===== src/rtl/i2c_cpu_regif.sv =====
// CPU register bank, TX byte FIFO, RX holding register and transfer sequencer
// sitting between the CPU bus and the i2c master core.
module i2c_cpu_regif #(
    parameter int DW         = 8,
    parameter int FIFO_DEPTH = 4,
    parameter int LEN_W      = 4
) (
    input  logic             clk,
    input  logic             rst,
    input  logic [2:0]       cpu_addr,
    input  logic [DW-1:0]    cpu_wdata,
    input  logic             cpu_r_w,
    input  logic             cpu_en,
    output logic [DW-1:0]    cpu_rdata,
    output logic             irq,
    output logic             core_go,
    output logic [7:0]       core_sla,
    output logic [LEN_W-1:0] core_len,
    output logic [7:0]       tx_data,
    output logic             tx_valid,
    input  logic             tx_pop,
    input  logic [7:0]       rx_data,
    input  logic             rx_valid,
    input  logic             core_done,
    input  logic             core_success
);

    localparam int PW = $clog2(FIFO_DEPTH);
    localparam logic [PW:0] FULL_CNT = (PW + 1)'(FIFO_DEPTH);

    typedef enum logic [1:0] {IDLE, START, BUSY} state_t;

    state_t           state;
    logic [7:0]       slave_reg;
    logic [LEN_W-1:0] len_reg;
    logic             irq_en;
    logic             done, success, ovf, err, rx_flag;
    logic [7:0]       rx_hold;
    logic [7:0]       mem [FIFO_DEPTH];
    logic [PW-1:0]    wr_ptr, rd_ptr;
    logic [PW:0]      count;
    logic [DW-1:0]    rdata_next;

    logic wr, rd, idle, full, empty;
    logic wr_slave, wr_tx, wr_ctrl, wr_len, status_rd, rxdata_rd;
    logic go_req, flush_req, go_ok, err_set, ovf_set, push_ok, pop_ok, flush;

    assign wr        = cpu_en & ~cpu_r_w;
    assign rd        = cpu_en & cpu_r_w;
    assign idle      = (state == IDLE);
    assign full      = (count == FULL_CNT);
    assign empty     = (count == '0);
    assign wr_slave  = wr & (cpu_addr == 3'd0);
    assign wr_tx     = wr & (cpu_addr == 3'd1);
    assign wr_ctrl   = wr & (cpu_addr == 3'd2);
    assign wr_len    = wr & (cpu_addr == 3'd5);
    assign status_rd = rd & (cpu_addr == 3'd3);
    assign rxdata_rd = rd & (cpu_addr == 3'd4);
    assign go_req    = wr_ctrl & cpu_wdata[0];
    assign flush_req = wr_ctrl & cpu_wdata[2];

    // A read transfer needs no TX bytes; a write transfer needs at least one queued.
    assign go_ok   = idle & go_req & (len_reg != '0) & (slave_reg[7] | ~empty);
    assign err_set = (idle & go_req & ~go_ok)
                   | (~idle & (wr_slave | wr_len | go_req | flush_req));
    assign ovf_set = (wr_tx & full) | (rx_valid & rx_flag);
    assign push_ok = wr_tx & ~full;
    assign pop_ok  = tx_pop & ~empty;
    assign flush   = idle & flush_req;

    assign tx_data  = mem[rd_ptr];
    assign tx_valid = ~empty;
    assign irq      = irq_en & done;

    always_ff @(posedge clk or posedge rst) begin
        if (rst) begin
            state    <= IDLE;
            core_go  <= 1'b0;
            core_sla <= 8'h00;
            core_len <= '0;
        end else begin
            core_go <= 1'b0;
            case (state)
                IDLE: if (go_ok) begin
                    state    <= START;
                    core_go  <= 1'b1;
                    core_sla <= {slave_reg[6:0], slave_reg[7]};
                    core_len <= len_reg;
                end
                START:   state <= BUSY;
                BUSY:    if (core_done) state <= IDLE;
                default: state <= IDLE;
            endcase
        end
    end

    always_ff @(posedge clk or posedge rst) begin
        if (rst) begin
            slave_reg <= 8'h00;
            len_reg   <= '0;
            irq_en    <= 1'b0;
            done      <= 1'b0;
            success   <= 1'b0;
            ovf       <= 1'b0;
            err       <= 1'b0;
            rx_flag   <= 1'b0;
            rx_hold   <= 8'h00;
        end else begin
            if (wr_slave & idle) slave_reg <= cpu_wdata[7:0];
            if (wr_len & idle)   len_reg   <= cpu_wdata[LEN_W-1:0];
            if (wr_ctrl)         irq_en    <= cpu_wdata[1];
            if (state == START) begin
                done    <= 1'b0;
                success <= 1'b0;
            end else if ((state == BUSY) & core_done) begin
                done    <= 1'b1;
                success <= core_success;
            end else if (status_rd) begin
                done    <= 1'b0;
            end
            // Read-to-clear loses against a set on the same edge.
            ovf <= ovf_set | (ovf & ~status_rd);
            err <= err_set | (err & ~status_rd);
            if (rx_valid) begin
                rx_hold <= rx_data;
                rx_flag <= 1'b1;
            end else if (rxdata_rd) begin
                rx_flag <= 1'b0;
            end
        end
    end

    always_ff @(posedge clk or posedge rst) begin
        if (rst) begin
            wr_ptr <= '0;
            rd_ptr <= '0;
            count  <= '0;
        end else if (flush) begin
            wr_ptr <= '0;
            rd_ptr <= '0;
            count  <= '0;
        end else begin
            if (push_ok) wr_ptr <= wr_ptr + 1'b1;
            if (pop_ok)  rd_ptr <= rd_ptr + 1'b1;
            if (push_ok & ~pop_ok)      count <= count + 1'b1;
            else if (pop_ok & ~push_ok) count <= count - 1'b1;
        end
    end

    always_ff @(posedge clk) begin
        if (push_ok) mem[wr_ptr] <= cpu_wdata[7:0];
    end

    always_comb begin
        rdata_next = '0;
        case (cpu_addr)
            3'd0: rdata_next[7:0] = slave_reg;
            3'd2: rdata_next[1]   = irq_en;
            3'd3: rdata_next[7:0] = {err, ovf, rx_flag, empty, full, ~idle, success, done};
            3'd4: rdata_next[7:0] = rx_hold;
            3'd5: rdata_next[LEN_W-1:0] = len_reg;
            default: rdata_next = '0;
        endcase
    end

    always_ff @(posedge clk or posedge rst) begin
        if (rst)     cpu_rdata <= '0;
        else if (rd) cpu_rdata <= rdata_next;
    end

endmodule

===== config.mk =====
export PLATFORM = sky130hd
export DESIGN_NAME = i2c_cpu_regif
export DESIGN_NICKNAME = d
export VERILOG_FILES = /design/src/rtl/i2c_cpu_regif.sv
export SDC_FILE = /design/constraint.sdc
export NUM_CORES = 1
export LEC_CHECK = 0
export CORE_MARGIN = 1
export CORE_UTILIZATION = 45
export DETAILED_ROUTE_END_ITERATION = 8
export PLACE_DENSITY = 0.75
export SYNTH_ARGS = -nofsm -noshare
export SYNTH_HDL_FRONTEND = slang
export SYNTH_SLANG_ARGS = --single-unit

===== constraint.sdc =====
create_clock -name clk -period 5.91 [get_ports clk]
set_input_delay 1.773 -clock clk [delete_from_list [all_inputs] [get_ports clk]]
set_output_delay 1.773 -clock clk [all_outputs]
set_load 0.02 [all_outputs]

==> results of run 1 <==
final timing paths:
path | from | end | slack (ps)
hold / removal | cpu_rdata[3] | cpu_rdata[3] | 500
min in group asynchronous | rst | cpu_rdata[6] | 1910
max in group asynchronous | rst | state[1] | 3540
setup / recovery | rd_ptr[0] | tx_data[3] | 1880
setup reg to reg | state[1] | core_sla[0] | 3690
hold reg to reg | cpu_rdata[3] | cpu_rdata[3] | 500
layout by cell type (no fill, tap or decap), drive strengths merged, types with 2 or more instances in the layout:
| cell | netlist | routed |
|---|---|---|
| clkdlybuf4s50 | 0 | 57 |
| mux2 | 38 | 38 |
| nor4 | 2 | 2 |
| clkinv | 0 | 2 |
| nand2 | 13 | 13 |
| nor2 | 22 | 22 |
| o21a | 2 | 2 |
| nand3 | 2 | 2 |
| nor4b | 2 | 2 |
| a221oi | 3 | 3 |
| dfrtp | 56 | 56 |
| mux2i | 5 | 5 |
| and2 | 7 | 7 |
| ha | 4 | 4 |
| clkbuf | 4 | 9 |
| o211ai | 2 | 2 |
| xnor2 | 3 | 3 |
| edfxtp | 32 | 32 |
| nor2b | 5 | 5 |
| inv | 9 | 13 |
| o2bb2ai | 2 | 2 |
| nor3 | 4 | 4 |
| nand3b | 3 | 3 |
| nor3b | 3 | 3 |
| mux4 | 8 | 8 |
| and3 | 2 | 2 |
| o21ai | 5 | 5 |
| a2bb2oi | 5 | 5 |
| o31ai | 2 | 2 |
| a21oi | 2 | 2 |
worst max-delay path: stages (launching register included):
cell and delay, ps:
dfrtp_1 740, mux4_2 590, clkdlybuf4s50_1 560
per-layer routing:
layer	wire length [µm]	GRT usage (%)
met1	3460	24.9
met2	3690	30.0
met3	422	5.50
met4	157	7.09
met5	0	0
layout make-up:
class	instances	area [µm²]
Tap cell	105	131
Clock buffer	9	124
Fill cell	674	3560
Timing Repair Buffer	58	578
Sequential cell	88	2360
Inverter	9	33.8
Multi-Input combinational cell	161	1480
Clock inverter	7	72.6
cell families after synthesis:
family | after synthesis
compound gates | 33
buf+inv | 22
mux | 51
simple gates | 68
fa+ha+maj | 5
xor+xnor | 4
flops | 88
metrics by stage:
stage | area (µm²) | setup WS, ps | power [W] | util [%]
floorplan | 3950 | 2600 | 0.00113 | -
global placement | 4580 | 1680 | 0.00132 | 54.9
detailed placement | 4580 | 1590 | 0.00133 | 54.9
CTS | 4780 | 1820 | 0.00174 | 57.3
global route | 4780 | 1730 | 0.00182 | 57.3
finish | 4780 | 1880 | 0.00172 | 57.3
power by group:
part	internal (W)	switching, W
registers	0.000718	0.000104
logic	0.000273	0.000219
clock network	0.000166	0.000243
total	0.00116	0.000566
==> qor.yml, run 1 <==
finish:
  syn_to_final_growth_pct: 21.1
  instances_no_fill: 437
  num_antenna_cells: 0
  largest_reg_flops: 32
  regMostFlops: "mem"
  nets: 359
  drive_gt1_share_pct: 21.4
sta:
  period_minus_slack_ps: 4030
  setup_tns_ps: 0
  grt_setup_unrepaired: "false"
  hold_viol_final: 0
  fmax_ghz: 0.248
  setup_viol: 0
  clock_skew_ps: 14.7
  timing.hold.ws_ps: 498
  worstMarginPinSlew_ps: 744
  finalCritPeriodShare_pct: 68.1
  slew_headroom_pct: 50.2
  slew_violations: 0
clocking:
  cts_root_buf: "clkbuf_8"
  postCtsHoldBufs: 0
  cts_sinks: 88
  cts_buffer_depth: 2
  htree_num_levels: 3
  cts_tree: "yes"
  clk_pin_slew_ps: 100
  cts_setup_buffers: 0
  cts_made_buffers: 9
  insertion_delay_ps: 370
  post_cts_resized: 0
pwr:
  power_density_nw_per_um2: 361
  leakage_nw: 1.87
  vdd.ir_drop.worst_mv: 0.160
placed_design:
  dp.cells: 421
  gp_congestion: 0.870
  port-buffer-count: 57
  dp_hpwl_um: 5520
logic_synthesis:
  synthAdderAreaFrac_pct: 1.78
  synthTopCellsByArea: "dfrtp_1 36%, edfxtp_1 24%, mux2_2 8.3%"
  synth_area_per_cell_um2: 14.6
  synth.distinct_cells: 52
  synthCells: 271
  synthTopCellsByCount: "56 x dfrtp_1, 32 x edfxtp_1, 29 x mux2_2"
  syn-cell-area_um2: 3950
  synth_edf_count: 32
  synth_top_area_share_pct: 35.5
  ys_seq_area_share_pct: 59.9
  synth_compound_area_share_pct: 6.40
  synthFlopType: "dfrtp_1"
  synth_top_area_cell: "dfrtp_1"
  synth_mux_area_share_pct: 17.3
  synthSimpleGateAreaFrac_pct: 11.0
  synth-xor-area-share_pct: 0.888
  async_flop_share_pct: 63.6
  syn-num-nets: 303
  synth.most_common_cell: "dfrtp_1"
  yosys_warnings: 0
  synth_top_family_by_area: "multiplexers"
  synth_seq_cells: 88
global_route:
  grt_pass1_vias: 2406
  grt_pass1_wl_um: 12600
  grt_overflow: 0
  antenna_found_initial: 0
  track_usage_pct: 19.0
  grt_max_degree: 57
worst_setup_path:
  critPathKind: "reg2out"
  critical_path.max_fanout: 10
  end_kind: "primary output"
  cp_data_required_time_ps: 4140
  arrival_ps: 2250
  reg2reg_depth: 4
  worstSetupStartpointType: "flop"
routing:
  drt_first_iter_violations: 64
  ant_nets: 0
  wl_um: 7730
  via_per_inst: 5.44
  wire_per_inst_um: 17.7
  vias: 2376
  dr.pass1.iters: 4
  drt_drc_violations_left: 0
min_path:
  min_path_type: "reg2reg"
  hold_path_depth: 2
floorplan:
  die_w_um: 95.6
  ios: 58
  die_area_um2: 9150
  die_h_um: 95.6
  initial_core_util_pct: 47.3
  num_rows: 33
  core_um2: 8340
status:
  status: "finished, final reports clean"
run:
  maxCapViolCount: 0
Power figures use the tool's default switching activity.
==> inputs of run 2 (changes only) <==
Clock period 5.91 ns to 3.74 ns, I/O delays scaled along.
==> qor.yml, run 2 (same netlist as run 1, synthesis figures left out) <==
status:
  status: "finished, final reports clean"  # unchanged
worst_setup_path:
  r2r-start: "count[0]"  # was state[1]
  cp_data_required_time_ps: 2620  # was 4140 ps
  worstPathCellList: "mux4_2 > clkdlybuf4s50_1"  # unchanged
  r2r_end: "count[2]"  # was core_sla[0]
  critPathKind: "reg2out"  # unchanged
  end_kind: "primary output"  # unchanged
  arrival_ps: 2240  # was 2250 ps
  critical_path.max_fanout: 10  # unchanged
  crit_family: "flip-flops"  # unchanged
  crit_slowest_cell: "dfrtp_1"  # unchanged
  critPathMaxStageDelay_ps: 740  # about the same
  reg2reg_depth: 6  # was 4
  worstSetupStartpointType: "flop"  # unchanged
  critical_path_buf_inv_count: 1  # unchanged
  r2r_slack_ps: 1670  # was 3690 ps
global_route:
  grt_pass1_vias: 2378  # was 2406
  track_usage_pct: 18.9  # was 19.0%
  grt_max_degree: 22  # was 57
  antenna_found_initial: 0  # unchanged
  grt_overflow: 0  # unchanged
  grt_pass1_wl_um: 12600  # about the same
routing:
  vias: 2365  # was 2376
  ant_nets: 0  # unchanged
  met1_length_um: 3560  # was 3460 µm
  dr.pass1.iters: 4  # unchanged
  wl_met3_um: 280  # was 422 µm
  wl_um: 7780  # was 7730 µm
  wire_per_inst_um: 17.6  # was 17.7 µm
  drt_first_iter_violations: 73  # was 64
  highest_layer: "met4"  # unchanged
  via_per_inst: 5.34  # was 5.44
  wl_met2_um: 3860  # was 3690 µm
  drt_drc_violations_left: 0  # unchanged
finish:
  drive_gt1_share_pct: 22.5  # was 21.4%
  fill_cells: 686  # was 674
  syn_to_final_growth_pct: 22.4  # was 21.1%
  largest_reg_flops: 32  # unchanged
  final_cell_mix: "57 x clkdlybuf4s50_1, 56 x dfrtp_1, 32 x edfxtp_1"  # unchanged
  instances_no_fill: 443  # was 437
  final_common_cell: "clkdlybuf4s50_1"  # unchanged
  num_antenna_cells: 0  # unchanged
  nets: 365  # was 359
  stdcell_area_um2: 4830  # was 4780 µm²
  regMostFlops: "mem"  # unchanged
min_path:
  hold_path_depth: 2  # unchanged
  worstHoldStart: "cpu_rdata[3]"  # unchanged
  worstHoldEndpoint: "cpu_rdata[3]"  # unchanged
  min_path_type: "reg2reg"  # unchanged
clocking:
  cts_sinks: 88  # unchanged
  post_cts_resized: 0  # unchanged
  cts_setup_buffers: 0  # unchanged
  clk_pin_slew_ps: 90  # was 100 ps
  htree_num_levels: 3  # unchanged
  insertion_delay_ps: 350  # was 370 ps
  cts_tree: "yes"  # unchanged
  cts_made_buffers: 9  # unchanged
  cts_root_buf: "clkbuf_8"  # unchanged
  postCtsHoldBufs: 0  # unchanged
  cts_buffer_depth: 2  # unchanged
placed_design:
  port-buffer-count: 57  # unchanged
  dpl-instance-area_um2: 4630  # was 4580 µm²
  dp.cells: 427  # was 421
  dp_hpwl_um: 5730  # was 5520 µm
  gp_congestion: 0.858  # was 0.870
sta:
  slew_headroom_pct: 52.3  # was 50.2%
  period_minus_slack_ps: 3360
  setup_viol: 0  # unchanged
  grt_setup_unrepaired: "false"  # unchanged
  slew_violations: 0  # unchanged
  fmax_ghz: 0.297
  clock_skew_ps: 5.90  # was 14.7 ps
  setup_tns_ps: 0  # unchanged
  hold_viol_final: 0  # unchanged
  finalCritPeriodShare_pct: 89.9
  worstMarginPinSlew_ps: 710  # was 744 ps
floorplan:
  ios: 58  # unchanged
  num_rows: 33  # unchanged
  die_area_um2: 9150  # unchanged
  initial_core_util_pct: 47.3  # unchanged
  core_um2: 8340  # unchanged
  die_w_um: 95.6  # unchanged
  die_h_um: 95.6  # unchanged
pwr:
  vdd.ir_drop.worst_mv: 0.272  # was 0.160 mV
  power_density_nw_per_um2: 570  # was 361 nW/µm²
  leakage_nw: 1.91  # was 1.87 nW
run:
  maxCapViolCount: 0  # unchanged
run 2: cell types whose count changed in the layout (fill, tap and decap cells not counted):
cell,before,now
clkinvlp_4,1,0
clkinv_8,1,0
inv_6,2,1
bufinv_16,0,1
clkinv_4,1,3
inv_8,2,1
buf_4,1,7
clkinv_1,0,1
run 2: final cells by class:
cell class / count / area [µm²] / share of cell area (%)
Timing Repair Buffer: 64 / 623 / 12.9
Tap cell: 105 / 131 / 2.72
Sequential cell: 88 / 2360 / 48.9
Multi-Input combinational cell: 161 / 1480 / 30.6
Inverter: 9 / 33.8 / 0.699
Clock inverter: 7 / 80.1 / 1.66
Clock buffer: 9 / 124 / 2.56
run 2: stage by stage:
| stage | hold slack, ps | power [W] | setup slack (ps) | util, % |
|---|---|---|---|---|
| after floorplan | 464 | 0.00178 | 1080 | - |
| after global placement | 470 | 0.00209 | 549 | 55.5 |
| after detailed placement | 480 | 0.00212 | 525 | 55.5 |
| after CTS | 500 | 0.00279 | 317 | 57.9 |
| after global routing | 524 | 0.00290 | 241 | 57.9 |
| final | 489 | 0.00275 | 377 | 57.9 |
run 2: layer usage:
| metal | vias up | global-route usage, % |
|---|---|---|
| met2 | 48 | 30.8 |
| met5 | - | 0 |
| met1 | 1179 | 25.7 |
| li1 | 1127 | - |
| met3 | 11 | 4.39 |
| met4 | 0 | 4.85 |
run 2: worst max path at each step:
stage / startpoint / endpoint / slack, ps / depth (start not counted)
after CTS: rd_ptr[0] / tx_data[2] / 320 / 2
after global placement: cpu_r_w / count[2] / 550 / 7
after detailed placement: cpu_r_w / count[2] / 530 / 7
after floorplan: cpu_addr[2] / count[2] / 1080 / 7
after global routing: rd_ptr[0] / tx_data[2] / 240 / 2
final: rd_ptr[0] / tx_data[2] / 380 / 2
run 2: tightest hold or removal path: stages (launching register included):
cell	delay, ps
dfrtp_1	350
nand2_1	40
o21ai_0	60
run 2: where the power goes:
group / leakage [nW] / switching, W / internal, W
clock: 0.103 / 0.000350 / 0.000317
combinational: 0.826 / 0.000348 / 0.000435
sequential: 0.977 / 0.000167 / 0.00114
total: 1.91 / 0.000865 / 0.00189
